File: config.mk
export PLATFORM = sky130hd
export DESIGN_NAME = temperature_to_adc_encoder_flat
export DESIGN_NICKNAME = d
export VERILOG_FILES = /design/src/rtl/temperature_to_adc_encoder_pkg.sv /design/src/rtl/temperature_to_adc_encoder_if.sv /design/src/rtl/temperature_to_adc_encoder_seq_restoring_divider.sv /design/src/rtl/temperature_to_adc_encoder.sv /design/src/flat_wrapper.sv
export SDC_FILE = /design/constraint.sdc
export NUM_CORES = 1
export LEC_CHECK = 0
export CORE_MARGIN = 1.5
export CORE_UTILIZATION = 50
export DETAILED_ROUTE_END_ITERATION = 16
export GPL_ROUTABILITY_DRIVEN = 1
export MAX_ROUTING_LAYER = met4
export PLACE_DENSITY = 0.77
export SETUP_SLACK_MARGIN = 0.5
export SYNTH_ARGS = -nofsm -noshare
export SYNTH_HDL_FRONTEND = slang
export SYNTH_SLANG_ARGS = --single-unit
File: constraint.sdc
create_clock -name clk -period 7.68 [get_ports clk]
set_input_delay 0.768 -clock clk [delete_from_list [all_inputs] [get_ports clk]]
set_output_delay 0.768 -clock clk [all_outputs]
set_load 0.02 [all_outputs]
File: src/rtl/temperature_to_adc_encoder_pkg.sv
// Shared constants and state encoding for the temperature-to-ADC inverse encoder.
// Widths here match the forward temperature calculator path.
package temperature_to_adc_encoder_pkg;

    localparam int SCALE_SHIFT_DEF = 6;
    localparam int TEMP_W          = 32;
    localparam int REF_W           = 8;
    localparam int SQ_W            = 2 * REF_W;
    localparam int ADC_W           = 16;

    localparam logic [ADC_W-2:0] ADC_MAG_MAX = 15'h7FFF;

    typedef enum logic [1:0] {
        ST_IDLE   = 2'd0,
        ST_SQUARE = 2'd1,
        ST_DIVIDE = 2'd2,
        ST_DONE   = 2'd3
    } state_t;

    // Magnitude of a two's complement value; 0x80000000 maps to itself.
    function automatic logic [TEMP_W-1:0] abs_wrap(input logic [TEMP_W-1:0] v);
        return v[TEMP_W-1] ? (TEMP_W'(0) - v) : v;
    endfunction

endpackage

File: src/rtl/temperature_to_adc_encoder_if.sv
// Request/response bundle of the encoder: operands and start in, handshake and result out.
interface temperature_to_adc_encoder_if;
    import temperature_to_adc_encoder_pkg::*;

    logic              start;
    logic [TEMP_W-1:0] tc_base;
    logic [REF_W-1:0]  tc_ref;
    logic [TEMP_W-1:0] tempc;
    logic              busy;
    logic              done;
    logic [ADC_W-1:0]  adc_data;
    logic              overflow;
    logic              div_zero;

    modport master (
        output start, tc_base, tc_ref, tempc,
        input  busy, done, adc_data, overflow, div_zero
    );

    modport slave (
        input  start, tc_base, tc_ref, tempc,
        output busy, done, adc_data, overflow, div_zero
    );

endinterface

File: src/rtl/temperature_to_adc_encoder_seq_restoring_divider.sv
// Sequential restoring divider producing one quotient bit per cycle, MSB first.
// The loading edge already performs the first iteration, so DVD_W edges in total.
module seq_restoring_divider #(
    parameter int DVD_W = 38,
    parameter int DVS_W = 17
) (
    input  logic             clk,
    input  logic             rst,
    input  logic             i_load,
    input  logic [DVD_W-1:0] i_dividend,
    input  logic [DVS_W-1:0] i_divisor,
    output logic             o_busy,
    output logic [DVD_W-1:0] o_quotient,
    output logic [DVS_W-1:0] o_remainder
);

    localparam int CNT_W = $clog2(DVD_W);

    logic [DVD_W-1:0] r_quo;
    logic [DVS_W-1:0] r_rem;
    logic [DVS_W-1:0] r_dvs;
    logic [CNT_W-1:0] r_cnt;

    logic [DVD_W-1:0] w_src_q;
    logic [DVS_W-1:0] w_src_rem;
    logic [DVS_W-1:0] w_dvs;
    logic [DVS_W:0]   w_shift;
    logic             w_ge;
    logic [DVS_W-1:0] w_rem_next;
    logic [DVD_W-1:0] w_quo_next;

    // The dividend register doubles as the quotient register: bits shift out on
    // the left while quotient bits shift in on the right.
    always_comb begin
        w_src_q    = i_load ? i_dividend : r_quo;
        w_src_rem  = i_load ? '0 : r_rem;
        w_dvs      = i_load ? i_divisor : r_dvs;
        w_shift    = {w_src_rem, w_src_q[DVD_W-1]};
        w_ge       = (w_shift >= {1'b0, w_dvs});
        w_rem_next = w_ge ? DVS_W'(w_shift - {1'b0, w_dvs}) : w_shift[DVS_W-1:0];
        w_quo_next = {w_src_q[DVD_W-2:0], w_ge};
    end

    always_ff @(posedge clk or posedge rst) begin
        if (rst) begin
            r_quo <= '0;
            r_rem <= '0;
            r_dvs <= '0;
            r_cnt <= '0;
        end else if (i_load) begin
            r_quo <= w_quo_next;
            r_rem <= w_rem_next;
            r_dvs <= i_divisor;
            r_cnt <= CNT_W'(DVD_W - 1);
        end else if (r_cnt != '0) begin
            r_quo <= w_quo_next;
            r_rem <= w_rem_next;
            r_cnt <= r_cnt - CNT_W'(1);
        end
    end

    assign o_busy      = (r_cnt != '0);
    assign o_quotient  = r_quo;
    assign o_remainder = r_rem;

endmodule

File: src/rtl/temperature_to_adc_encoder.sv
// Inverse of the temperature path: finds the sign-magnitude ADC code whose forward
// conversion lands on the target temperature, via shift-add square then long division.
module temperature_to_adc_encoder
    import temperature_to_adc_encoder_pkg::*;
#(
    parameter int SCALE_SHIFT = SCALE_SHIFT_DEF
) (
    input  logic                        clk,
    input  logic                        rst,
    temperature_to_adc_encoder_if.slave bus
);

    localparam int DVD_W    = TEMP_W + SCALE_SHIFT;
    localparam int DVS_W    = SQ_W + 1;
    localparam int SQ_CNT_W = $clog2(REF_W);

    state_t r_state, w_next;

    logic [REF_W-1:0]    r_ref;
    logic [TEMP_W-1:0]   r_mag;
    logic                r_sign;
    logic [SQ_W-1:0]     r_r2;
    logic [SQ_CNT_W-1:0] r_sq_cnt;

    logic [ADC_W-1:0]    r_adc;
    logic                r_ovf;
    logic                r_dz;

    logic [TEMP_W-1:0]   w_diff;
    logic [SQ_W-1:0]     w_pp;
    logic [SQ_W-1:0]     w_r2_next;
    logic                w_capture;
    logic                w_sq_last;
    logic                w_finish;
    logic                w_busy;
    logic                w_done;
    logic                w_div_busy;
    logic [DVD_W-1:0]    w_quo;
    logic [DVS_W-1:0]    w_rem;
    logic [ADC_W-1:0]    w_adc;
    logic                w_ovf;
    logic                w_dz;

    assign w_diff    = bus.tempc - bus.tc_base;
    assign w_capture = (r_state == ST_IDLE) && bus.start;
    assign w_sq_last = (r_state == ST_SQUARE) && (r_sq_cnt == SQ_CNT_W'(REF_W - 1));
    assign w_finish  = (r_state == ST_DIVIDE) && !w_div_busy;

    // One partial product per cycle, multiplier bits taken LSB first.
    always_comb begin
        w_pp      = r_ref[r_sq_cnt] ? (SQ_W'(r_ref) << r_sq_cnt) : '0;
        w_r2_next = r_r2 + w_pp;
    end

    // NOTE: sequential state uses non-blocking assignments so every flop samples pre-edge values.
    always_ff @(posedge clk or posedge rst) begin
        if (rst) begin
            r_state <= ST_IDLE;
        end else begin
            r_state <= w_next;
        end
    end

    // NOTE: every output of this block gets a default first, so no path can infer a latch.
    always_comb begin
        w_next = r_state;
        w_busy = 1'b0;
        w_done = 1'b0;
        unique case (r_state)
            ST_IDLE: begin
                if (bus.start) w_next = ST_SQUARE;
            end
            ST_SQUARE: begin
                w_busy = 1'b1;
                if (w_sq_last) w_next = ST_DIVIDE;
            end
            ST_DIVIDE: begin
                w_busy = 1'b1;
                if (!w_div_busy) w_next = ST_DONE;
            end
            ST_DONE: begin
                w_done = 1'b1;
                w_next = ST_IDLE;
            end
            default: w_next = ST_IDLE;
        endcase
    end

    always_ff @(posedge clk or posedge rst) begin
        if (rst) begin
            r_ref    <= '0;
            r_mag    <= '0;
            r_sign   <= 1'b0;
            r_r2     <= '0;
            r_sq_cnt <= '0;
        end else if (w_capture) begin
            r_ref    <= bus.tc_ref;
            r_mag    <= abs_wrap(w_diff);
            r_sign   <= w_diff[TEMP_W-1];
            r_r2     <= '0;
            r_sq_cnt <= '0;
        end else if (r_state == ST_SQUARE) begin
            r_r2     <= w_r2_next;
            r_sq_cnt <= r_sq_cnt + SQ_CNT_W'(1);
        end
    end

    // The divisor is fed from the final squarer sum so division starts on the last square edge.
    seq_restoring_divider #(
        .DVD_W(DVD_W),
        .DVS_W(DVS_W)
    ) u_div (
        .clk        (clk),
        .rst        (rst),
        .i_load     (w_sq_last),
        .i_dividend ({r_mag, {SCALE_SHIFT{1'b0}}}),
        .i_divisor  ({1'b0, w_r2_next}),
        .o_busy     (w_div_busy),
        .o_quotient (w_quo),
        .o_remainder(w_rem)
    );

    // A zero reference voltage overrides whatever the divider produced.
    always_comb begin
        w_adc = {r_sign, w_quo[ADC_W-2:0]};
        w_ovf = 1'b0;
        w_dz  = 1'b0;
        if (r_r2 == '0) begin
            if (r_mag != '0) begin
                w_adc = {r_sign, ADC_MAG_MAX};
                w_dz  = 1'b1;
            end else begin
                w_adc = '0;
            end
        end else if (|w_quo[DVD_W-1:ADC_W-1]) begin
            w_adc = {r_sign, ADC_MAG_MAX};
            w_ovf = 1'b1;
        end
    end

    always_ff @(posedge clk or posedge rst) begin
        if (rst) begin
            r_adc <= '0;
            r_ovf <= 1'b0;
            r_dz  <= 1'b0;
        end else if (w_finish) begin
            r_adc <= w_adc;
            r_ovf <= w_ovf;
            r_dz  <= w_dz;
            assert (r_r2 == '0 || w_rem < {1'b0, r_r2});
        end
    end

    assign bus.busy     = w_busy;
    assign bus.done     = w_done;
    assign bus.adc_data = r_adc;
    assign bus.overflow = r_ovf;
    assign bus.div_zero = r_dz;

endmodule
File: src/flat_wrapper.sv
// flat-port wrapper written by rule: the top's interface ports become plain ports
module temperature_to_adc_encoder_flat import temperature_to_adc_encoder_pkg::*;
#(
    parameter int SCALE_SHIFT = SCALE_SHIFT_DEF
)
  (clk, rst, bus_start, bus_tc_base, bus_tc_ref, bus_tempc, bus_busy, bus_done, bus_adc_data, bus_overflow, bus_div_zero);
  temperature_to_adc_encoder_if bus_i ();
  input  logic clk;
  input  logic rst;
  input wire logic [$bits(bus_i.start)-1:0] bus_start;
  input wire logic [$bits(bus_i.tc_base)-1:0] bus_tc_base;
  input wire logic [$bits(bus_i.tc_ref)-1:0] bus_tc_ref;
  input wire logic [$bits(bus_i.tempc)-1:0] bus_tempc;
  output wire logic [$bits(bus_i.busy)-1:0] bus_busy;
  output wire logic [$bits(bus_i.done)-1:0] bus_done;
  output wire logic [$bits(bus_i.adc_data)-1:0] bus_adc_data;
  output wire logic [$bits(bus_i.overflow)-1:0] bus_overflow;
  output wire logic [$bits(bus_i.div_zero)-1:0] bus_div_zero;
  assign bus_i.start = bus_start;
  assign bus_i.tc_base = bus_tc_base;
  assign bus_i.tc_ref = bus_tc_ref;
  assign bus_i.tempc = bus_tempc;
  assign bus_busy = bus_i.busy;
  assign bus_done = bus_i.done;
  assign bus_adc_data = bus_i.adc_data;
  assign bus_overflow = bus_i.overflow;
  assign bus_div_zero = bus_i.div_zero;
  temperature_to_adc_encoder #(.SCALE_SHIFT(SCALE_SHIFT)) u_core (.clk(clk), .rst(rst), .bus(bus_i));
endmodule
==> results of run 1 <==
[registers in the layout (all words and copies together) (netlist names)]
signal	flops
u_core.u_div.o_quotient	38
u_core.r_mag	32
u_core.u_div.o_remainder	17
u_core.u_div.r_dvs	17
u_core.bus.adc_data	16
u_core.r_r2	16
u_core.r_ref	8
u_core.u_div.r_cnt	6
u_core.r_sq_cnt	3
u_core.r_state	2
u_core.bus.div_zero	1
u_core.bus.overflow	1
u_core.r_sign	1
[path summary, 6_finish.rpt]
check / startpoint / endpoint / slack, ns
worst max-delay path: u_core.r_sq_cnt[0]$_DFFE_PP0P_ / u_core.u_div.o_remainder[12]$_DFFE_PP0P_ / 1.17
worst min-delay path: u_core.u_div.r_dvs[16]$_DFF_PP0_ / u_core.u_div.r_dvs[16]$_DFF_PP0_ / 0.47
worst max register to register: u_core.r_sq_cnt[0]$_DFFE_PP0P_ / u_core.u_div.o_remainder[12]$_DFFE_PP0P_ / 1.17
worst min register to register: u_core.u_div.r_dvs[16]$_DFF_PP0_ / u_core.u_div.r_dvs[16]$_DFF_PP0_ / 0.47
max in group asynchronous: rst / u_core.u_div.o_remainder[14]$_DFFE_PP0P_ / 5.43
min in group asynchronous: rst / u_core.bus.adc_data[13]$_DFFE_PP0P_ / 0.86
[per-stage QoR]
| step | power (mW) | util, % | worst slack [ns] | hold slack [ns] |
|---|---|---|---|---|
| floorplan | 2.67 | - | 2.07 | 0.433 |
| global placement | 3.08 | 55.9 | 1.43 | 0.447 |
| detailed placement | 3.15 | 55.9 | 1.25 | 0.460 |
| CTS | 3.92 | 58.3 | 1.20 | 0.474 |
| global route | 4.23 | 58.3 | 0.642 | 0.508 |
| finish | 3.91 | 58.3 | 1.17 | 0.470 |
[report_power, final]
group	leakage [nW]	internal (mW)	switching, mW	total, mW
Clock	0.251	0.425	0.346	0.771
Combinational	3.67	0.759	1.08	1.84
Sequential	2.02	1.06	0.234	1.30
Total	5.94	2.25	1.66	3.91
[cells in the mapped netlist (14+ instances only)]
cell type	number	share of area, %
sky130_fd_sc_hd__a21oi_1	86	3.7
sky130_fd_sc_hd__a31oi_1	40	2.2
sky130_fd_sc_hd__clkbuf_1	56	1.8
sky130_fd_sc_hd__nor3_1	25	1.1
sky130_fd_sc_hd__a21o_1	27	1.8
sky130_fd_sc_hd__inv_1	82	2.7
sky130_fd_sc_hd__and2_1	27	1.5
sky130_fd_sc_hd__nand4_1	16	0.87
sky130_fd_sc_hd__xnor2_1	47	3.6
sky130_fd_sc_hd__nor4_1	20	1.1
sky130_fd_sc_hd__nand2_1	211	6.8
sky130_fd_sc_hd__nand3_1	14	0.61
sky130_fd_sc_hd__xor2_1	29	2.2
sky130_fd_sc_hd__mux2i_1	39	3.4
sky130_fd_sc_hd__o21a_1	15	0.97
sky130_fd_sc_hd__dfrtp_1	158	34
sky130_fd_sc_hd__o21ai_0	80	3.5
sky130_fd_sc_hd__nor2_1	141	4.6
sky130_fd_sc_hd__a211oi_1	18	1.2
sky130_fd_sc_hd__ha_1	73	7.9
sky130_fd_sc_hd__o21ai_1	17	0.74
[cell families (layout without fill, tap and decap cells)]
family,after synthesis,in the layout
flip-flops,158,158
multiplexers,48,48
AND/OR/NAND/NOR,528,528
AO/OA/AOI/OAI,367,367
XOR/XNOR,76,76
buffers and inverters,152,219
adder cells (fa/ha/maj),76,76
[per-layer routing]
| layer | routed length [um] | vias to the layer above | part of all wire, % |
|---|---|---|---|
| li1 | - | 5049 | - |
| met5 | 0 | - | 0 |
| met1 | 11800 | 4747 | 45 |
| met3 | 753 | 39 | 2.9 |
| met4 | 571 | 0 | 2.2 |
| met2 | 12800 | 201 | 49 |
[final cells by class]
type / instances / area [um^2] / area share, %
flip-flops and latches: 158 / 3950 / 30.0
clock inverters: 11 / 83.8 / 0.635
well taps: 285 / 357 / 2.70
clock buffers: 21 / 450 / 3.41
repair buffers: 105 / 1020 / 7.76
inverters: 82 / 313 / 2.37
multi-input cells: 1095 / 7020 / 53.2
[worst reg2reg max path, cell delays in order (launching register included)]
cell                       delay (ns)
sky130_fd_sc_hd__dfrtp_1         0.82
sky130_fd_sc_hd__mux4_2          0.59
sky130_fd_sc_hd__nand2b_1        0.12
sky130_fd_sc_hd__nor2_1          0.06
sky130_fd_sc_hd__ha_1            0.32
sky130_fd_sc_hd__a21oi_1         0.24
sky130_fd_sc_hd__o21bai_1        0.12
sky130_fd_sc_hd__a211oi_1        0.33
sky130_fd_sc_hd__o31ai_1         0.16
sky130_fd_sc_hd__o41ai_1         0.56
sky130_fd_sc_hd__o21ai_0         0.22
sky130_fd_sc_hd__xor2_1          0.22
sky130_fd_sc_hd__mux2i_1         0.13
sky130_fd_sc_hd__ha_1            0.41
sky130_fd_sc_hd__nand4_1         0.15
sky130_fd_sc_hd__or4_1           0.55
sky130_fd_sc_hd__o21ai_0         0.27
sky130_fd_sc_hd__nor2_1          0.08
sky130_fd_sc_hd__o21ai_0         0.14
sky130_fd_sc_hd__nor2_1          0.09
sky130_fd_sc_hd__buf_4           0.23
sky130_fd_sc_hd__or3b_2          0.48
sky130_fd_sc_hd__a21oi_1         0.15
[layout by cell type (no fill, tap or decap), types with 10 or more instances in the layout]
master / n
sky130_fd_sc_hd__nand3_1: 14
sky130_fd_sc_hd__nand4_1: 16
sky130_fd_sc_hd__mux2i_1: 39
sky130_fd_sc_hd__dfrtp_1: 158
sky130_fd_sc_hd__a21o_1: 27
sky130_fd_sc_hd__and2_1: 27
sky130_fd_sc_hd__clkbuf_16: 17
sky130_fd_sc_hd__nor4_1: 20
sky130_fd_sc_hd__o21ai_1: 17
sky130_fd_sc_hd__a211oi_1: 18
sky130_fd_sc_hd__xor2_1: 29
sky130_fd_sc_hd__a21oi_1: 86
sky130_fd_sc_hd__o21ai_0: 80
sky130_fd_sc_hd__and3_1: 10
sky130_fd_sc_hd__nand2_1: 209
sky130_fd_sc_hd__nand2b_1: 11
sky130_fd_sc_hd__nor2b_1: 13
sky130_fd_sc_hd__buf_4: 11
sky130_fd_sc_hd__nor2_1: 141
sky130_fd_sc_hd__clkdlybuf4s50_1: 94
sky130_fd_sc_hd__nor3_1: 25
sky130_fd_sc_hd__ha_1: 73
sky130_fd_sc_hd__inv_1: 81
sky130_fd_sc_hd__o31ai_1: 10
sky130_fd_sc_hd__o21a_1: 15
sky130_fd_sc_hd__a31oi_1: 40
sky130_fd_sc_hd__xnor2_1: 47
==> impl_table.tex, run 1 <==
\begin{tabular}{lr}
\hline
Metric & Value \\
\hline
\multicolumn{2}{l}{\textbf{Floorplan}} \\
\quad Total Die Area & 24000 um\^{}2 \\
\quad Number of core rows & 55 \\
\quad Die Wd & about 160 um \\
\quad Initial standard-cell utilization of the core & 51.1\% \\
\quad Number of top-level design ports & 95 \\
\quad Die height & 155 um \\
\quad Core outline area & $\sim$23000 um\^{}2 \\
\multicolumn{2}{l}{\textbf{STA}} \\
\quad Total negative slack & 0 ns \\
\quad Final worst path period need & between 6 and 7 ns \\
\quad Pins Over Slew Limit & 0 \\
\quad Fmax & 0.154 GHz \\
\quad Slew at the pin closest to its max-slew limit & slightly above 1 ns \\
\quad Relative slew slack & 30.9\% \\
\quad Setup violators final & 0 \\
\quad Unrepaired setup endpoints after global routing & no \\
\quad Ratio of final minimum period to clock period & 84.8\% \\
\quad Post-route clock skew & between 0.008 and 0.009 ns \\
\quad Final Hold Fails & 0 \\
\multicolumn{2}{l}{\textbf{Worst setup path}} \\
\quad Element type at the critical path start & flop \\
\quad Cell chain of the critical path & mux4\_2 > nand2b\_1 > nor2\_1 > ha\_1 > a21oi\_1 > o21bai\_1 > a211oi\_1 > o31ai\_1 > o41ai\_1 > o21ai\_0 > xor2\_1 > mux2i\_1 > ha\_1 > nand4\_1 > or4\_1 > o21ai\_0 > nor2\_1 > o21ai\_0 > nor2\_1 > buf\_4 > or3b\_2 > a21oi\_1 \\
\quad Critical-path maximum fanout & 28 \\
\quad Cell count of the worst reg-to-reg path & 22 \\
\quad Worst path depth & 22 \\
\quad WP data required & 8.03 ns \\
\quad Sort of element at the end of the critical path & flop \\
\quad Cell class contributing the biggest share of worst-path delay & compound AO/OA/AOI/OAI gates \\
\quad Combined buffer and inverter count along the critical path & 1 \\
\quad Setup Crit Path Kind & reg2reg \\
\quad Arrival time reported for the critical path endpoint & $\sim$6.9 ns \\
\quad Maximum single-stage delay on the critical path & 0.82 ns \\
\quad Cell at the slowest stage of the critical path & sky130\_fd\_sc\_hd\_\_dfrtp\_1 \\
\multicolumn{2}{l}{\textbf{Synth}} \\
\quad Synthesized instance count & 1405 \\
\quad Post-synthesis adder-cell area fraction & between 8 and 9\% \\
\quad Mux share of post-synthesis cell area & 4.45\% \\
\quad Count of yosys warnings during synthesis & 0 \\
\quad Netlist area before placement & 11600 um\^{}2 \\
\quad Sequential share of the synthesized area & 34.2\% \\
\quad Ys flop type & sky130\_fd\_sc\_hd\_\_dfrtp\_1 \\
\quad Synthesis-stage register bit count & 158 \\
\quad Post-synth EDFFs & 0 \\
\quad Post-synthesis xor/xnor area fraction & under 10\% \\
\quad Dominant combinational cell family by area after synthesis & simple AND/OR/NAND/NOR gates \\
\quad Distinct cell type count after synthesis & just under 90 \\
\quad FFs w/ async S/R, synth & 100\% \\
\quad Number of nets produced by synthesis & roughly 1600 \\
\quad Post-Synthesis Mean Instance Area & 8.23 um\^{}2 \\
\quad Compound-gate portion of the synthesized area & 20.7\% \\
\quad Simple-gate share of the synthesized area & 21.3\% \\
\multicolumn{2}{l}{\textbf{Clock tree}} \\
\quad Clk sink count & roughly 160 \\
\quad Later-pin clock latency in the skew report & 0.43 ns \\
\quad Total clock buffers created by CTS & 17 \\
\quad Hold buffers post-CTS & 0 \\
\quad Max Buffers Root-to-Sink & 2 \\
\quad Number of buffers inserted by post-CTS setup repair & 0 \\
\quad Clock tree from TritonCTS & yes \\
\quad CTS H-Tree Depth & 4 \\
\quad Post-CTS resize count & 0 \\
\quad Clock-pin transition on the worst setup and hold timing paths & about 0.06 ns \\
\quad Clock root buffer & sky130\_fd\_sc\_hd\_\_clkbuf\_16 \\
\multicolumn{2}{l}{\textbf{Place}} \\
\quad Placed Cells & 1725 \\
\quad Final weighted congestion of routability-driven global placement & 0.930 \\
\quad Detail Placement HPWL & 19.4 mm \\
\quad Placement-stage cell area & 12700 um\^{}2 \\
\quad Buffers on Ports & 94 \\
\multicolumn{2}{l}{\textbf{GRT}} \\
\quad Total overflow reported by the global router & 0 \\
\quad Number of antenna violations at the first check in global routing & 0 \\
\quad Maximum number of pins on one net before global-route repair & between 90 and 100 \\
\quad Met3 routing resource usage after global routing & 2.37\% \\
\quad First-pass GRT wire length & about 45 mm \\
\quad Global routing usage summed across all routing layers & about 23\% \\
\quad Global routing met2 resource utilization & 39.6\% \\
\quad Number of global-route vias before repair & approximately 9600 \\
\quad GRT Max-Usage Layer & met2 \\
\quad Global-route met1 utilization & between 20\% and 30\% \\
\multicolumn{2}{l}{\textbf{Power}} \\
\quad Leakage component of the power & 5.94 nW \\
\quad Peak supply drop & 0.000166 V \\
\quad Areal power density over the cells & around 300 nW/um\^{}2 \\
\multicolumn{2}{l}{\textbf{Run}} \\
\quad Total of max-cap violations & 0 \\
\multicolumn{2}{l}{\textbf{Layout}} \\
\quad Area of all placed cells without fillers & 13200 um\^{}2 \\
\quad Area growth syn-to-layout & 14.1\% \\
\quad Final net count & roughly 1600 \\
\quad Fraction of layout instances using a drive strength above 1 & 5.23\% \\
\quad Number of cells in the finished layout apart from fillers & 1757 \\
\quad Final-layout fill cell count & 2014 \\
\quad Number of antenna diodes & 0 \\
\multicolumn{2}{l}{\textbf{Route}} \\
\quad Final wirelength & 25.9 mm \\
\quad Wire length per cell after detailed routing & 14.7 um \\
\quad Count of antenna-violating nets left after detailed routing & 0 \\
\quad Vias per std cell & 5.71 \\
\quad First drt pass iteration count & 4 \\
\quad Number of DRC violations after detailed-routing iteration 0 & around 510 \\
\quad Final routed DRC violation total & 0 \\
\quad Detailed-route via count & 10000 \\
\multicolumn{2}{l}{\textbf{Hold path}} \\
\quad Hold Path Stages & 2 \\
\quad Worst hold path class & reg2reg \\
\multicolumn{2}{l}{\textbf{Run status}} \\
\quad Outcome & completed \\
\hline
\end{tabular}
Note: power is estimated with default switching activity, not from simulation.
==> inputs of run 2 (changes only) <==
Clock period 7.68 ns to 6.4 ns, I/O delays scaled along.
==> run 2 against run 1 <==
Effect of this change: critical path depth increased by 1; worst hold slack improved by 0.0089 ns; first-iteration DRC count did not move; die area unchanged; sequential share of layout area shrank 0.22 points; register-to-register slack worse by 0.23 ns; power grew 22%; worst setup slack got worse by 0.23 ns; sequential cell count stayed put; critical endpoint is now u_core.u_div.o_remainder[2]$_DFFE_PP0P_.
==> impl_table.tex, run 2 (synthesis results as in run 1) <==
\begin{tabular}{lr}
\hline
Metric & Value \\
\hline
\multicolumn{2}{l}{\textbf{STA}} \\
\quad Slew at the pin closest to its max-slew limit & 1.03 ns \\
\quad Post-route clock skew & 0.0138 ns \\
\quad Unrepaired setup endpoints after global routing & no \\
\quad Total negative slack & 0 ns \\
\quad Ratio of final minimum period to clock period & 85.4\% \\
\quad Final Hold Fails & 0 \\
\quad Setup violators final & 0 \\
\quad Relative slew slack & 31.3\% \\
\quad Fmax & approximately 0.18 GHz \\
\quad Pins Over Slew Limit & 0 \\
\quad Worst Hold Margin & 0.479 ns \\
\quad Final worst path period need & around 5.5 ns \\
\multicolumn{2}{l}{\textbf{GRT}} \\
\quad Global routing usage summed across all routing layers & a little under a quarter \\
\quad Total overflow reported by the global router & 0 \\
\quad Number of antenna violations at the first check in global routing & 0 \\
\quad First-pass GRT wire length & 45.5 mm \\
\quad Number of global-route vias before repair & 9797 \\
\quad Maximum number of pins on one net before global-route repair & just under 100 \\
\multicolumn{2}{l}{\textbf{Worst setup path}} \\
\quad WP data required & $\sim$6.8 ns \\
\quad Crit Reg-Reg Startpoint & u\_core.r\_sq\_cnt[0]\$\_DFFE\_PP0P\_ \\
\quad Element type at the critical path start & flop \\
\quad Setup Crit Path Kind & reg2reg \\
\quad Critical-path maximum fanout & 22 \\
\quad Critical path startpoint & u\_core.r\_sq\_cnt[0]\$\_DFFE\_PP0P\_ \\
\quad Arrival time reported for the critical path endpoint & 5.82 ns \\
\quad Sort of element at the end of the critical path & flop \\
\multicolumn{2}{l}{\textbf{Floorplan}} \\
\quad Die height & 155 um \\
\quad Initial standard-cell utilization of the core & between 50\% and 60\% \\
\quad Core outline area & 22600 um\^{}2 \\
\quad Number of top-level design ports & 95 \\
\quad Number of core rows & 55 \\
\quad Die Wd & about 160 um \\
\quad Total Die Area & between 20000 and 25000 um\^{}2 \\
\multicolumn{2}{l}{\textbf{Route}} \\
\quad First drt pass iteration count & 5 \\
\quad Count of antenna-violating nets left after detailed routing & 0 \\
\quad Detailed-route via count & 10100 \\
\quad Vias per std cell & 5.73 \\
\quad Number of DRC violations after detailed-routing iteration 0 & 508 \\
\quad Wire length per cell after detailed routing & 14.9 um \\
\quad Final wirelength & 26.3 mm \\
\quad Final routed DRC violation total & 0 \\
\multicolumn{2}{l}{\textbf{Power}} \\
\quad Proportion of power drawn by the clock network & around 20\% \\
\quad Fraction of power consumed by sequential logic & 32.0\% \\
\quad Net switching component of the power & 2.05 mW \\
\quad Part of the total power dissipated in combinational logic & between 40\% and 50\% \\
\quad Peak supply drop & 0.000199 V \\
\quad Cell-internal power & 2.73 mW \\
\quad Areal power density over the cells & between 300 and 400 nW/um\^{}2 \\
\quad Leakage component of the power & 6.02 nW \\
\quad Switching part of the total power & a little over two fifths \\
\multicolumn{2}{l}{\textbf{Layout}} \\
\quad Number of flip-flops in the largest register & 38 \\
\quad Area growth syn-to-layout & 15.1\% \\
\quad Final net count & about 1600 \\
\quad Leading cell types in the layout, fill and taps excluded & 209 x sky130\_fd\_sc\_hd\_\_nand2\_1, 156 x sky130\_fd\_sc\_hd\_\_dfrtp\_1, 140 x sky130\_fd\_sc\_hd\_\_nor2\_1, 94 x sky130\_fd\_sc\_hd\_\_clkdlybuf4s50\_1, 85 x sky130\_fd\_sc\_hd\_\_a21oi\_1 \\
\quad Fraction of layout instances using a drive strength above 1 & under 10\% \\
\quad Final-layout fill cell count & 1993 \\
\quad Number of antenna diodes & 0 \\
\quad Most common library cell in the layout ignoring fill and taps & sky130\_fd\_sc\_hd\_\_nand2\_1 \\
\multicolumn{2}{l}{\textbf{Hold path}} \\
\quad Worst hold path class & reg2reg \\
\quad Worst Hold Launch & u\_core.u\_div.r\_dvs[16]\$\_DFF\_PP0\_ \\
\multicolumn{2}{l}{\textbf{Clock tree}} \\
\quad Clock tree from TritonCTS & yes \\
\quad Clock-pin transition on the worst setup and hold timing paths & 0.06 ns \\
\quad Later-pin clock latency in the skew report & 0.44 ns \\
\quad Clock root buffer & sky130\_fd\_sc\_hd\_\_clkbuf\_16 \\
\quad Max Buffers Root-to-Sink & 2 \\
\quad Hold buffers post-CTS & 0 \\
\quad Total clock buffers created by CTS & 17 \\
\quad Clk sink count & 158 \\
\quad CTS H-Tree Depth & 4 \\
\multicolumn{2}{l}{\textbf{Run status}} \\
\quad Outcome & completed \\
\multicolumn{2}{l}{\textbf{Place}} \\
\quad Final weighted congestion of routability-driven global placement & 0.894 \\
\quad Buffers on Ports & 94 \\
\quad Detail Placement HPWL & around 19 mm \\
\multicolumn{2}{l}{\textbf{Run}} \\
\quad Total of max-cap violations & 0 \\
\hline
\end{tabular}
## run 2: cell types whose count changed in the layout (fill, tap and decap cells not counted), moves of 3 or more
cell / before / now
sky130_fd_sc_hd__inv_6: 5 / 8
sky130_fd_sc_hd__clkbuf_1: 3 / 0
sky130_fd_sc_hd__o21ai_0: 80 / 77
sky130_fd_sc_hd__clkinvlp_4: 4 / 0
sky130_fd_sc_hd__inv_8: 0 / 3
sky130_fd_sc_hd__buf_4: 11 / 14
## run 2: metal layers
| layer | track usage [%] | share of wire, % | up-vias |
|---|---|---|---|
| met5 | - | 0 | - |
| met3 | 2.73 | 3.1 | 57 |
| met1 | 28.3 | 45 | 4745 |
| met4 | 9.48 | 2.9 | 0 |
| met2 | 40.0 | 49 | 227 |
| li1 | - | - | 5065 |
## run 2: area by class of cell
class                           instances  area (um^2)  area share, %
Clock buffer                           17          425           3.20
Multi-Input combinational cell       1095         7060           53.0
Tap cell                              285          357           2.68
Timing Repair Buffer                  111         1080           8.08
Sequential cell                       158         3960           29.7
Clock inverter                         15          124          0.931
Inverter                               82          313           2.35
## run 2: final timing paths
kind	slack (ns)	end	depth (start not counted)
worst max-delay path	0.94	u_core.u_div.o_remainder[2]$_DFFE_PP0P_	23
worst min-delay path	0.48	u_core.u_div.r_dvs[16]$_DFF_PP0_	2
worst max register to register	0.94	u_core.u_div.o_remainder[2]$_DFFE_PP0P_	23
worst min register to register	0.48	u_core.u_div.r_dvs[16]$_DFF_PP0_	2
max in group asynchronous	4.34	u_core.u_div.o_quotient[5]$_DFFE_PP0P_	3
min in group asynchronous	0.75	u_core.bus.adc_data[9]$_DFFE_PP0P_	2
## run 2: metrics by stage
| stage | worst slack (ns) | util (%) | instance area, um^2 | power (mW) | std cells |
|---|---|---|---|---|---|
| after floorplan | 0.793 | - | 11600 | 3.21 | 1405 |
| after global placement | 0.395 | 56.0 | 12700 | 3.71 | 1727 |
| after detailed placement | 0.240 | 56.0 | 12700 | 3.78 | 1727 |
| after CTS | 0.512 | 58.5 | 13200 | 4.76 | 1759 |
| after global routing | 0.503 | 58.8 | 13300 | 5.17 | 1763 |
| final | 0.937 | 58.8 | 13300 | 4.78 | 1763 |
## run 2: worst max-delay path: stages (launching register included)
cell                       delay [ns]
sky130_fd_sc_hd__dfrtp_2         0.43
sky130_fd_sc_hd__mux4_2          0.52
sky130_fd_sc_hd__nand2b_1        0.14
sky130_fd_sc_hd__nor2_1          0.07
sky130_fd_sc_hd__ha_1            0.32
sky130_fd_sc_hd__a21o_1          0.18
sky130_fd_sc_hd__a21oi_1         0.23
sky130_fd_sc_hd__o21bai_1        0.11
sky130_fd_sc_hd__a21o_1          0.22
sky130_fd_sc_hd__a21oi_1         0.25
sky130_fd_sc_hd__o211ai_1        0.19
sky130_fd_sc_hd__nand2_1         0.11
sky130_fd_sc_hd__xnor2_1         0.14
sky130_fd_sc_hd__mux2i_1         0.15
sky130_fd_sc_hd__ha_1            0.37
sky130_fd_sc_hd__nand4_1         0.15
sky130_fd_sc_hd__or4_1           0.58
sky130_fd_sc_hd__o21ai_2         0.17
sky130_fd_sc_hd__nor2_1          0.06
sky130_fd_sc_hd__o21ai_1         0.16
sky130_fd_sc_hd__nor2_2          0.13
sky130_fd_sc_hd__buf_6           0.20
sky130_fd_sc_hd__or3_1           0.34
sky130_fd_sc_hd__a31oi_1         0.15
## run 2: what timing repair did
action | 4_1_cts | 5_1_grt
pin swaps | 0 | 4
setup endpoints to repair | 13 | 17
buffers inserted | 0 | 4
resized for setup | 2 | 17
hold endpoints to repair | 0 | 0
## run 2: power groups by stage
| stage | Sequential (mW) | Combinational (mW) | Clock (mW) |
|---|---|---|---|
| 6_report | 1.53 | 2.30 | 0.958 |
| 4_1_cts | 1.53 | 2.25 | 0.970 |
| 3_3_place_gp | 1.54 | 2.17 | 0 |
| 5_1_grt | 1.56 | 2.59 | 1.01 |
| 3_5_place_dp | 1.54 | 2.24 | 0 |
| 2_1_floorplan | 1.46 | 1.74 | 0 |
==> inputs of run 3 (changes only) <==
Settings changed: MAX_ROUTING_LAYER met4 to default, REMOVE_ABC_BUFFERS from default to 1, TNS_END_PERCENT from default to 30.
==> run 3 against run 2 <==
Effect of this change: cell count increased by 0.28%; clock skew is essentially flat; combinational power grew 2%; worst hold slack got worse by 0.0081 ns; highest routed layer unchanged; via count rose by 0.40%; largest power group unchanged; design area is 1.0% higher; utilization up 0.61 points; first-iteration DRC count shrank 6.1%; clock power is 14% higher.
==> impl_table.tex, run 3 (synthesis results as in run 1) <==
\begin{tabular}{lr}
\hline
Metric & Value \\
\hline
\multicolumn{2}{l}{\textbf{Place}} \\
\quad Buffers on Ports & 94 \\
\quad Setup slack at placement & 0.337 ns \\
\quad Final weighted congestion of routability-driven global placement & 0.873 \\
\quad Detail Placement HPWL & 19.4 mm \\
\multicolumn{2}{l}{\textbf{GRT}} \\
\quad Number of antenna violations at the first check in global routing & 0 \\
\quad Global routing usage summed across all routing layers & a little under a quarter \\
\quad Maximum number of pins on one net before global-route repair & 92 \\
\quad Total overflow reported by the global router & 0 \\
\quad Number of global-route vias before repair & 9564 \\
\quad First-pass GRT wire length & between 40 and 50 mm \\
\multicolumn{2}{l}{\textbf{Route}} \\
\quad Vias per std cell & 5.73 \\
\quad Wire length per cell after detailed routing & about 15 um \\
\quad Final routed DRC violation total & 0 \\
\quad Number of DRC violations after detailed-routing iteration 0 & 477 \\
\quad Detail Route met3 WL & 893 um \\
\quad Wl on met1 & about 12 mm \\
\quad Uppermost signal routing layer after detailed routing & met4 \\
\quad Detailed-route via count & between 10000 and 15000 \\
\quad Detailed route wirelength on metal2 & 13.4 mm \\
\quad Final wirelength & 27.1 mm \\
\quad First drt pass iteration count & 5 \\
\quad Count of antenna-violating nets left after detailed routing & 0 \\
\multicolumn{2}{l}{\textbf{STA}} \\
\quad Final Hold Fails & 0 \\
\quad Relative slew slack & 33.5\% \\
\quad Slew at the pin closest to its max-slew limit & 0.997 ns \\
\quad Final worst path period need & about 5.7 ns \\
\quad Pins Over Slew Limit & 0 \\
\quad Unrepaired setup endpoints after global routing & no \\
\quad Least setup slack across all paths after layout & approximately 0.75 ns \\
\quad Post-route clock skew & 0.0139 ns \\
\quad Ratio of final minimum period to clock period & 88.3\% \\
\quad Total negative slack & 0 ns \\
\quad Fmax & 0.177 GHz \\
\quad Setup violators final & 0 \\
\multicolumn{2}{l}{\textbf{Floorplan}} \\
\quad Total Die Area & 24000 um\^{}2 \\
\quad Number of core rows & 55 \\
\quad Number of top-level design ports & 95 \\
\quad Initial standard-cell utilization of the core & 51.1\% \\
\quad Core outline area & $\sim$23000 um\^{}2 \\
\quad Die height & 155 um \\
\quad Die Wd & 155 um \\
\multicolumn{2}{l}{\textbf{Clock tree}} \\
\quad Later-pin clock latency in the skew report & 0.44 ns \\
\quad Clk sink count & 158 \\
\quad Total clock buffers created by CTS & 17 \\
\quad Clock root buffer & sky130\_fd\_sc\_hd\_\_clkbuf\_16 \\
\quad Max Buffers Root-to-Sink & 2 \\
\quad CTS H-Tree Depth & 4 \\
\quad Hold buffers post-CTS & 0 \\
\quad Clock-pin transition on the worst setup and hold timing paths & around 0.06 ns \\
\quad Clock tree from TritonCTS & yes \\
\multicolumn{2}{l}{\textbf{Layout}} \\
\quad Final net count & approximately 1600 \\
\quad Area used by sequential logic in the layout & 3960 um\^{}2 \\
\quad Most common library cell in the layout ignoring fill and taps & sky130\_fd\_sc\_hd\_\_nand2\_1 \\
\quad Fraction of layout instances using a drive strength above 1 & 6.95\% \\
\quad Number of antenna diodes & 0 \\
\quad Number of flip-flops in the largest register & 38 \\
\quad Leading cell types in the layout, fill and taps excluded & 209 x sky130\_fd\_sc\_hd\_\_nand2\_1, 156 x sky130\_fd\_sc\_hd\_\_dfrtp\_1, 141 x sky130\_fd\_sc\_hd\_\_nor2\_1, 94 x sky130\_fd\_sc\_hd\_\_clkdlybuf4s50\_1, 85 x sky130\_fd\_sc\_hd\_\_a21oi\_1 \\
\quad Area used by multi-input combinational logic & 7080 um\^{}2 \\
\quad Area growth syn-to-layout & 16.3\% \\
\quad Final-layout fill cell count & 1986 \\
\multicolumn{2}{l}{\textbf{Run}} \\
\quad Total of max-cap violations & 0 \\
\multicolumn{2}{l}{\textbf{Worst setup path}} \\
\quad Arrival time reported for the critical path endpoint & around 6.0 ns \\
\quad Sort of element at the end of the critical path & flop \\
\quad Setup Crit Path Kind & reg2reg \\
\quad Critical-path maximum fanout & 10 \\
\quad WP data required & 6.75 ns \\
\quad Element type at the critical path start & flop \\
\multicolumn{2}{l}{\textbf{Power}} \\
\quad Areal power density over the cells & $\sim$370 nW/um\^{}2 \\
\quad Peak supply drop & 0.000207 V \\
\quad Leakage component of the power & 6.07 nW \\
\multicolumn{2}{l}{\textbf{Run status}} \\
\quad Outcome & completed \\
\multicolumn{2}{l}{\textbf{Hold path}} \\
\quad Worst hold path class & reg2reg \\
\hline
\end{tabular}
[run 3: area by class of cell]
class	instances	share of cell area, %
Inverter	82	2.33
Tap cell	285	2.65
Sequential cell	158	29.4
Multi-Input combinational cell	1095	52.6
Clock buffer	18	3.27
Clock inverter	14	1.44
Timing Repair Buffer	116	8.25
[run 3: stage by stage]
stage / hold WS [ns] / instance area (um^2) / instances / util, % / total power [mW]
floorplan: 0.433 / 11300 / 1335 / - / 3.15
global placement: 0.455 / 12700 / 1728 / 56.0 / 3.70
detailed placement: 0.461 / 12700 / 1728 / 56.0 / 3.78
CTS: 0.476 / 13300 / 1760 / 58.9 / 4.90
global route: 0.496 / 13400 / 1768 / 59.4 / 5.33
finish: 0.471 / 13400 / 1768 / 59.4 / 4.97
[run 3: final timing paths]
kind / start / to / slack [ns] / cells past startpoint
worst min register to register: u_core.u_div.r_dvs[16]$_DFF_PP0_ / u_core.u_div.r_dvs[16]$_DFF_PP0_ / 0.47 / 2
worst max register to register: u_core.r_sq_cnt[0]$_DFFE_PP0P_ / u_core.u_div.o_remainder[12]$_DFFE_PP0P_ / 0.75 / 23
min in group asynchronous: rst / u_core.u_div.o_quotient[6]$_DFFE_PP0P_ / 0.72 / 2
worst min-delay path: u_core.u_div.r_dvs[16]$_DFF_PP0_ / u_core.u_div.r_dvs[16]$_DFF_PP0_ / 0.47 / 2
worst max-delay path: u_core.r_sq_cnt[0]$_DFFE_PP0P_ / u_core.u_div.o_remainder[12]$_DFFE_PP0P_ / 0.75 / 23
max in group asynchronous: rst / u_core.r_sq_cnt[1]$_DFFE_PP0P_ / 4.24 / 3
[run 3: report_power, final]
| part | internal, mW | total, mW | switching [mW] | leakage [nW] |
|---|---|---|---|---|
| registers | 1.28 | 1.53 | 0.255 | 2.02 |
| clock network | 0.641 | 1.09 | 0.449 | 0.311 |
| logic | 0.964 | 2.35 | 1.39 | 3.74 |
| total | 2.88 | 4.97 | 2.09 | 6.07 |
[run 3: worst max-delay path: stages (launching register included)]
cell and delay [ns]:
sky130_fd_sc_hd__dfrtp_2 0.45, sky130_fd_sc_hd__mux2_2 0.37, sky130_fd_sc_hd__o21ai_0 0.36, sky130_fd_sc_hd__nor2_1 0.08, sky130_fd_sc_hd__a21oi_1 0.17, sky130_fd_sc_hd__nor2_1 0.08, sky130_fd_sc_hd__ha_2 0.40, sky130_fd_sc_hd__nand3_1 0.16
sky130_fd_sc_hd__o31ai_4 0.31, sky130_fd_sc_hd__o41ai_2 0.10, sky130_fd_sc_hd__buf_4 0.15, sky130_fd_sc_hd__o21ai_0 0.27, sky130_fd_sc_hd__xor2_1 0.23, sky130_fd_sc_hd__mux2i_1 0.14, sky130_fd_sc_hd__ha_1 0.36, sky130_fd_sc_hd__nand4_1 0.14
sky130_fd_sc_hd__or4_1 0.57, sky130_fd_sc_hd__o21ai_2 0.17, sky130_fd_sc_hd__nor2_1 0.07, sky130_fd_sc_hd__o21ai_1 0.12, sky130_fd_sc_hd__nor2_1 0.10, sky130_fd_sc_hd__buf_4 0.18, sky130_fd_sc_hd__or3b_2 0.46, sky130_fd_sc_hd__a21oi_1 0.15
[run 3: routing by layer]
| layer | global-route usage [%] | up-vias |
|---|---|---|
| li1 | - | 5094 |
| met5 | 0 | - |
| met1 | 28.9 | 4745 |
| met4 | 8.06 | 0 |
| met3 | 2.98 | 53 |
| met2 | 40.4 | 242 |
[run 3: repair_timing]
item	in CTS	in global routing
setup endpoints to repair	15	17
pin swaps	0	8
setup buffers	0	8
resized for setup	4	16
